### src/rtl/cic_interpolator_if.sv
// rtl/cic_interpolator_if.sv - sample handshake between a baseband source and the CIC interpolator
interface cic_interpolator_if;
    logic signed [7:0] d_in;
    logic              in_valid;
    logic              in_ready;
    logic signed [7:0] d_out;
    logic              d_out_valid;

    modport master (
        output d_in,
        output in_valid,
        input  in_ready,
        input  d_out,
        input  d_out_valid
    );

    modport slave (
        input  d_in,
        input  in_valid,
        output in_ready,
        output d_out,
        output d_out_valid
    );
endinterface

### src/rtl/cic_interpolator.sv
// rtl/cic_interpolator.sv - five-stage CIC interpolator, 8-bit in/out, ratio R at run time
// Macro CIC_INTERP_SAT_EN makes the output clip saturate instead of wrap.
module cic_interpolator #(
    parameter int width = 80
) (
    input  logic              clk,
    input  logic              rst,
    input  logic [15:0]       interpolation_ratio,
    input  logic [6:0]        out_shift,
    cic_interpolator_if.slave bus,
    output logic              d_clk,
    output logic              underrun
);
    typedef enum logic {IDLE, RUN} state_t;
    typedef logic signed [width-1:0] acc_t;

    state_t      state;
    logic [15:0] count;
    logic [15:0] ratio;
    logic        strobe;
    logic        accept;
    acc_t        comb [6];
    acc_t        comb_prev [5];
    acc_t        up;
    logic        up_v;
    acc_t        u;
    acc_t        integ [5];
    logic [7:0]  d_next;

    assign ratio  = (interpolation_ratio == 16'd0) ? 16'd1 : interpolation_ratio;
    assign strobe = (state == IDLE) ? bus.in_valid : (count == 16'd0);
    assign accept = strobe & bus.in_valid;
    assign u      = up_v ? up : '0;

    // in_ready is gated by rst so it reads 0 while reset is held, not the IDLE value
    assign bus.in_ready = ~rst & ((state == IDLE) | (count == 16'd0));

    always_comb begin
        comb[0] = accept ? {{(width-8){bus.d_in[7]}}, bus.d_in} : '0;
        for (int k = 1; k < 6; k++)
            comb[k] = comb[k-1] - comb_prev[k-1];
    end

`ifdef CIC_INTERP_SAT_EN
    localparam acc_t pos_lim = acc_t'(127);
    localparam acc_t neg_lim = acc_t'(-128);
    acc_t shifted;

    assign shifted = integ[4] >>> out_shift;
    assign d_next  = (shifted > pos_lim) ? 8'h7f :
                     (shifted < neg_lim) ? 8'h80 : shifted[7:0];
`else
    assign d_next = 8'(integ[4] >>> out_shift);
`endif

    always_ff @(posedge clk or posedge rst) begin
        if (rst) begin
            state           <= IDLE;
            count           <= '0;
            up              <= '0;
            up_v            <= 1'b0;
            bus.d_out       <= '0;
            bus.d_out_valid <= 1'b0;
            d_clk           <= 1'b0;
            underrun        <= 1'b0;
            for (int k = 0; k < 5; k++) begin
                comb_prev[k] <= '0;
                integ[k]     <= '0;
            end
        end else begin
            if (strobe) begin
                for (int k = 0; k < 5; k++)
                    comb_prev[k] <= comb[k];
                up <= comb[5];
            end
            up_v <= strobe;

            if (state == RUN) begin
                integ[0] <= integ[0] + u;
                for (int k = 1; k < 5; k++)
                    integ[k] <= integ[k] + integ[k-1];
            end

            bus.d_out <= d_next;
            if (strobe)
                bus.d_out_valid <= 1'b1;

            if (strobe)
                d_clk <= 1'b1;
            else if ((state == RUN) && (ratio > 16'd1) && (count == (ratio >> 1)))
                d_clk <= 1'b0;

            if ((state == RUN) && strobe && !bus.in_valid)
                underrun <= 1'b1;

            // wrap on >= so a ratio lowered below the current phase still wraps next cycle
            case (state)
                IDLE: begin
                    if (bus.in_valid) begin
                        state <= RUN;
                        count <= (ratio <= 16'd1) ? 16'd0 : 16'd1;
                    end
                end
                RUN: begin
                    count <= (count >= ratio - 16'd1) ? 16'd0 : count + 16'd1;
                end
                default: state <= IDLE;
            endcase
        end
    end
endmodule
### src/flat_wrapper.sv
// flat-port wrapper written by rule: the top's interface ports become plain ports
module cic_interpolator_flat 
#(
    parameter int width = 80
)
  (clk, rst, interpolation_ratio, out_shift, d_clk, underrun, bus_d_in, bus_in_valid, bus_in_ready, bus_d_out, bus_d_out_valid);
  cic_interpolator_if bus_i ();
  input  logic clk;
  input  logic rst;
  input  logic [15:0] interpolation_ratio;
  input  logic [6:0] out_shift;
  output logic d_clk;
  output logic underrun;
  input wire logic [$bits(bus_i.d_in)-1:0] bus_d_in;
  input wire logic [$bits(bus_i.in_valid)-1:0] bus_in_valid;
  output wire logic [$bits(bus_i.in_ready)-1:0] bus_in_ready;
  output wire logic [$bits(bus_i.d_out)-1:0] bus_d_out;
  output wire logic [$bits(bus_i.d_out_valid)-1:0] bus_d_out_valid;
  assign bus_i.d_in = bus_d_in;
  assign bus_i.in_valid = bus_in_valid;
  assign bus_in_ready = bus_i.in_ready;
  assign bus_d_out = bus_i.d_out;
  assign bus_d_out_valid = bus_i.d_out_valid;
  cic_interpolator #(.width(width)) u_core (.clk(clk), .rst(rst), .interpolation_ratio(interpolation_ratio), .out_shift(out_shift), .bus(bus_i), .d_clk(d_clk), .underrun(underrun));
endmodule
### config.mk
export PLATFORM = sky130hd
export DESIGN_NAME = cic_interpolator_flat
export DESIGN_NICKNAME = d
export VERILOG_FILES = /design/src/rtl/cic_interpolator_if.sv /design/src/rtl/cic_interpolator.sv /design/src/flat_wrapper.sv
export SDC_FILE = /design/constraint.sdc
export NUM_CORES = 2
export LEC_CHECK = 0
export CORE_MARGIN = 2
export CORE_UTILIZATION = 60
export DETAILED_ROUTE_END_ITERATION = 12
export HOLD_SLACK_MARGIN = 0.08
export PLACE_DENSITY = 0.86
export SLEW_MARGIN = 10
export SYNTH_ARGS = -nofsm -noshare
export SYNTH_HDL_FRONTEND = slang
export SYNTH_SLANG_ARGS = --single-unit
### constraint.sdc
create_clock -name clk -period 61.4 [get_ports clk]
set_input_delay 9.21 -clock clk [delete_from_list [all_inputs] [get_ports clk]]
set_output_delay 9.21 -clock clk [all_outputs]
set_load 0.005 [all_outputs]
==> results.cfg <==
[clock_tree]
cts.sinks = 824
post_cts_hold_buffer_count = 0
worst_setup_hold_path_clk_slew_ns = 0.05
cts_tree = built
postCtsSetupBuffers = 0
cts_buffers = 99
worstSkewPairLatency_ns = 0.72
root_buffer_selected_by_cts = clkbuf_16
clock_tree.buffer_depth = 3
cts.htree.levels = 3
post_cts.resized_instances = 0

[worst_setup_path]
critPathMaxStageDelay_ns = 0.59
worstSetupStartpointType = input pin
cpMaxStageDelayCell = nor2b_1
worstSetupStartpoint = bus_in_valid
timing.rr.start = u_core.count[0]$_DFFE_PP0P_
reg2reg_depth = 68
critPathRequiredTime_ns = 62.02
critical_path_class = in -> reg
path_max_fanout = 12
critical_path_arrival_ns = 23.66
endpoint_kind = register

[job]
maxCapViolations = 0

[synthesis]
synth_compound_area_share_pct = 24.2
synth_seq_area_share_pct = 27.5
synthesis.area_um2 = 74900
postSynthAreaPerCell_um2 = 8.45
ys_types = 110
post_synth_mux_area_share_pct = 7.75
mappedNetlistNets = 9679
synth_area_in_adders_pct = 13.4
yosys_most_used_dff = dfrtp_1
ys_warn_count = 0
synth_edf_count = 0
synth_top_family_by_area = compound AO/OA/AOI/OAI gates
synth.ff_latch_count = 824
mapped_cells = 8868
asyncSetResetFlopFracSynth_pct = 100
yosys.area_share.simple_pct = 14.0
yosys.area_share.xor_xnor_pct = 8.21

[floorplanning]
fp.dieArea_um2 = 128000
boundaryPins = 46
die_width_um = 357
placeableCoreArea_um2 = 124000
start_util_pct = 60.5
die_h_um = 357
floorplan.rows = 129

[sta]
timing.final.max_slew_violations = 0
tightestPinTransition_ns = 1.17
slew-limit-headroom_pct = 21.7
finalSetupViolCount = 0
final.min_clock_period_ns = 23.04
timing.setup.tns_ns = 0
part_of_the_cycle_the_worst_path_needs_pct = 37.5
grt_setup_unrepaired = false
finClkSkew_ns = 0.0302
finalHoldViolations = 0
clock.fmax_mhz = 43.4

[place]
dpl.cell_count = 10200
gp_routability_congestion = 0.979
detailed_place_hpwl_mm = 141
place.port_buffers = 45

[final_layout]
drive_gt1_share_pct = 8.37
num-nets-final = 9465
commonest_non_fill_non_tap_cell_in_the_layout = nand2_1
mostFrequentLayoutCells = nand2_1, a21oi_1, dfrtp_1, o21ai_0, ha_1
n_fill_cell = 10100
layout-area-overhead-vs-synth_pct = 6.25
antenna_cells_inserted = 0
stdcell_count = 10400

[grt]
overflow = 0
first_global_vias = 61900
initial_antenna_violation_count = 0
grt_first_pass_wirelength_mm = 305
grt.total_usage_pct = 28.3
maximum_number_of_pins_on_one_net_before_global_route_repair = 170

[drt]
route.antenna.remaining_nets = 0
route.final.wire_length_mm = 183
num_vias = 63400
avgViaCountPerCell = 6.12
detail_route.first_pass.iterations = 6
initialDrtViolationCount = 4624
wire_per_inst_um = 17.6
drt_drc_violations_left = 0

[min_path]
timing.hold.worst_path_depth = 2
hold_path.startpoint = u_core.up[63]$_DFFE_PP0P_
hold_path.class = reg -> reg

[run_status]
outcome = complete, no violations
==> metrics by stage <==
step | util, % | setup slack, ns | hold WS, ns | instance area [um^2]
after global routing | 64.3 | 37.15 | 0.474 | 79600
after detailed placement | 61.5 | 37.92 | 0.450 | 76100
after global placement | 61.5 | 38.10 | 0.442 | 76100
final | 64.3 | 38.36 | 0.460 | 79600
after floorplan | - | 29.04 | 0.430 | 74900
after CTS | 64.3 | 38.60 | 0.463 | 79600
==> final cells by class <==
type | instances | area [um^2] | area share [%]
multi-input cells | 7083 | 50600 | 63.6
flip-flops and latches | 824 | 20600 | 25.9
clock buffers | 135 | 2810 | 3.54
inverters | 568 | 2150 | 2.70
well taps | 1637 | 2050 | 2.57
repair buffers | 78 | 723 | 0.909
clock inverters | 44 | 622 | 0.781
==> final timing paths <==
kind	slack, ns	end
max	38.36	u_core.up[79]$_DFFE_PP0P_
min	0.46	u_core.up[63]$_DFFE_PP0P_
max reg2reg	46.05	u_core.up[79]$_DFFE_PP0P_
min reg2reg	0.46	u_core.up[63]$_DFFE_PP0P_
max in group asynchronous	49.49	u_core.comb_prev[237]$_DFFE_PP0P_
min in group asynchronous	9.01	u_core.count[0]$_DFFE_PP0P_
==> per-layer routing <==
layer | track usage, % | vias up | routed length, um
met5 | 0 | - | 0
met4 | 12.7 | 0 | 8470
met3 | 3.20 | 430 | 7280
met2 | 48.7 | 1642 | 86800
met1 | 35.7 | 29900 | 80300
li1 | - | 31400 | -
==> cells in the mapped netlist (29+ instances only) <==
| library cell | count | share of area, % |
|---|---|---|
| o21ai_1 | 42 | 0.28 |
| o21a_1 | 89 | 0.89 |
| nor3_1 | 95 | 0.63 |
| dfrtp_1 | 824 | 28 |
| fa_1 | 44 | 1.2 |
| a221oi_1 | 29 | 0.34 |
| xnor2_1 | 451 | 5.3 |
| nand4_1 | 152 | 1.3 |
| inv_1 | 566 | 2.8 |
| nor4_1 | 32 | 0.27 |
| and3_1 | 73 | 0.61 |
| nor2b_1 | 83 | 0.69 |
| o21ai_0 | 742 | 5.0 |
| mux2i_1 | 52 | 0.69 |
| a21o_1 | 497 | 5.0 |
| nand2b_1 | 81 | 0.68 |
| clkbuf_1 | 347 | 1.7 |
| o21bai_1 | 153 | 1.5 |
| a21boi_0 | 39 | 0.39 |
| a211oi_1 | 56 | 0.56 |
| nand3_1 | 135 | 0.90 |
| mux4_2 | 34 | 1.0 |
| a31oi_1 | 98 | 0.82 |
| o211ai_1 | 39 | 0.39 |
| and2_1 | 125 | 1.0 |
| mux2_2 | 400 | 6.0 |
| ha_1 | 733 | 12 |
| a21oi_1 | 826 | 5.5 |
| xor2_1 | 244 | 2.9 |
| nand2_1 | 924 | 4.6 |
| o31ai_1 | 48 | 0.48 |
| nor2_1 | 412 | 2.1 |
==> cells by family (layout without fill, tap and decap cells) <==
kind of cell	Yosys count	after routing
muxes	487	487
xor gates and xnor gates	698	698
AOI/OAI and AO/OA	2896	2896
buffers and inverters	961	825
adders and majority gates	777	777
and+or+nand+nor	2225	2225
DFF	824	824
==> registers in the layout, indices dropped and copies added, names as in the netlist <==
register                cells
u_core.bus.d_out            8
u_core.bus.d_out_valid      1
u_core.comb_prev          315
u_core.count               16
u_core.d_clk                1
u_core.integ              400
u_core.state                1
u_core.underrun             1
u_core.up                  80
u_core.up_v                 1
==> worst max-delay path, delay by kind of cell <==
family,cells,cell delay (ns)
adders and majority gates,8,2.89
xor gates and xnor gates,4,0.78
buffers and inverters,4,0.92
AOI/OAI and AO/OA,39,8.30
and+or+nand+nor,9,1.51
Power is not shown: default switching activity piles up to over one toggle a cycle in this logic, so the estimate is an artifact.
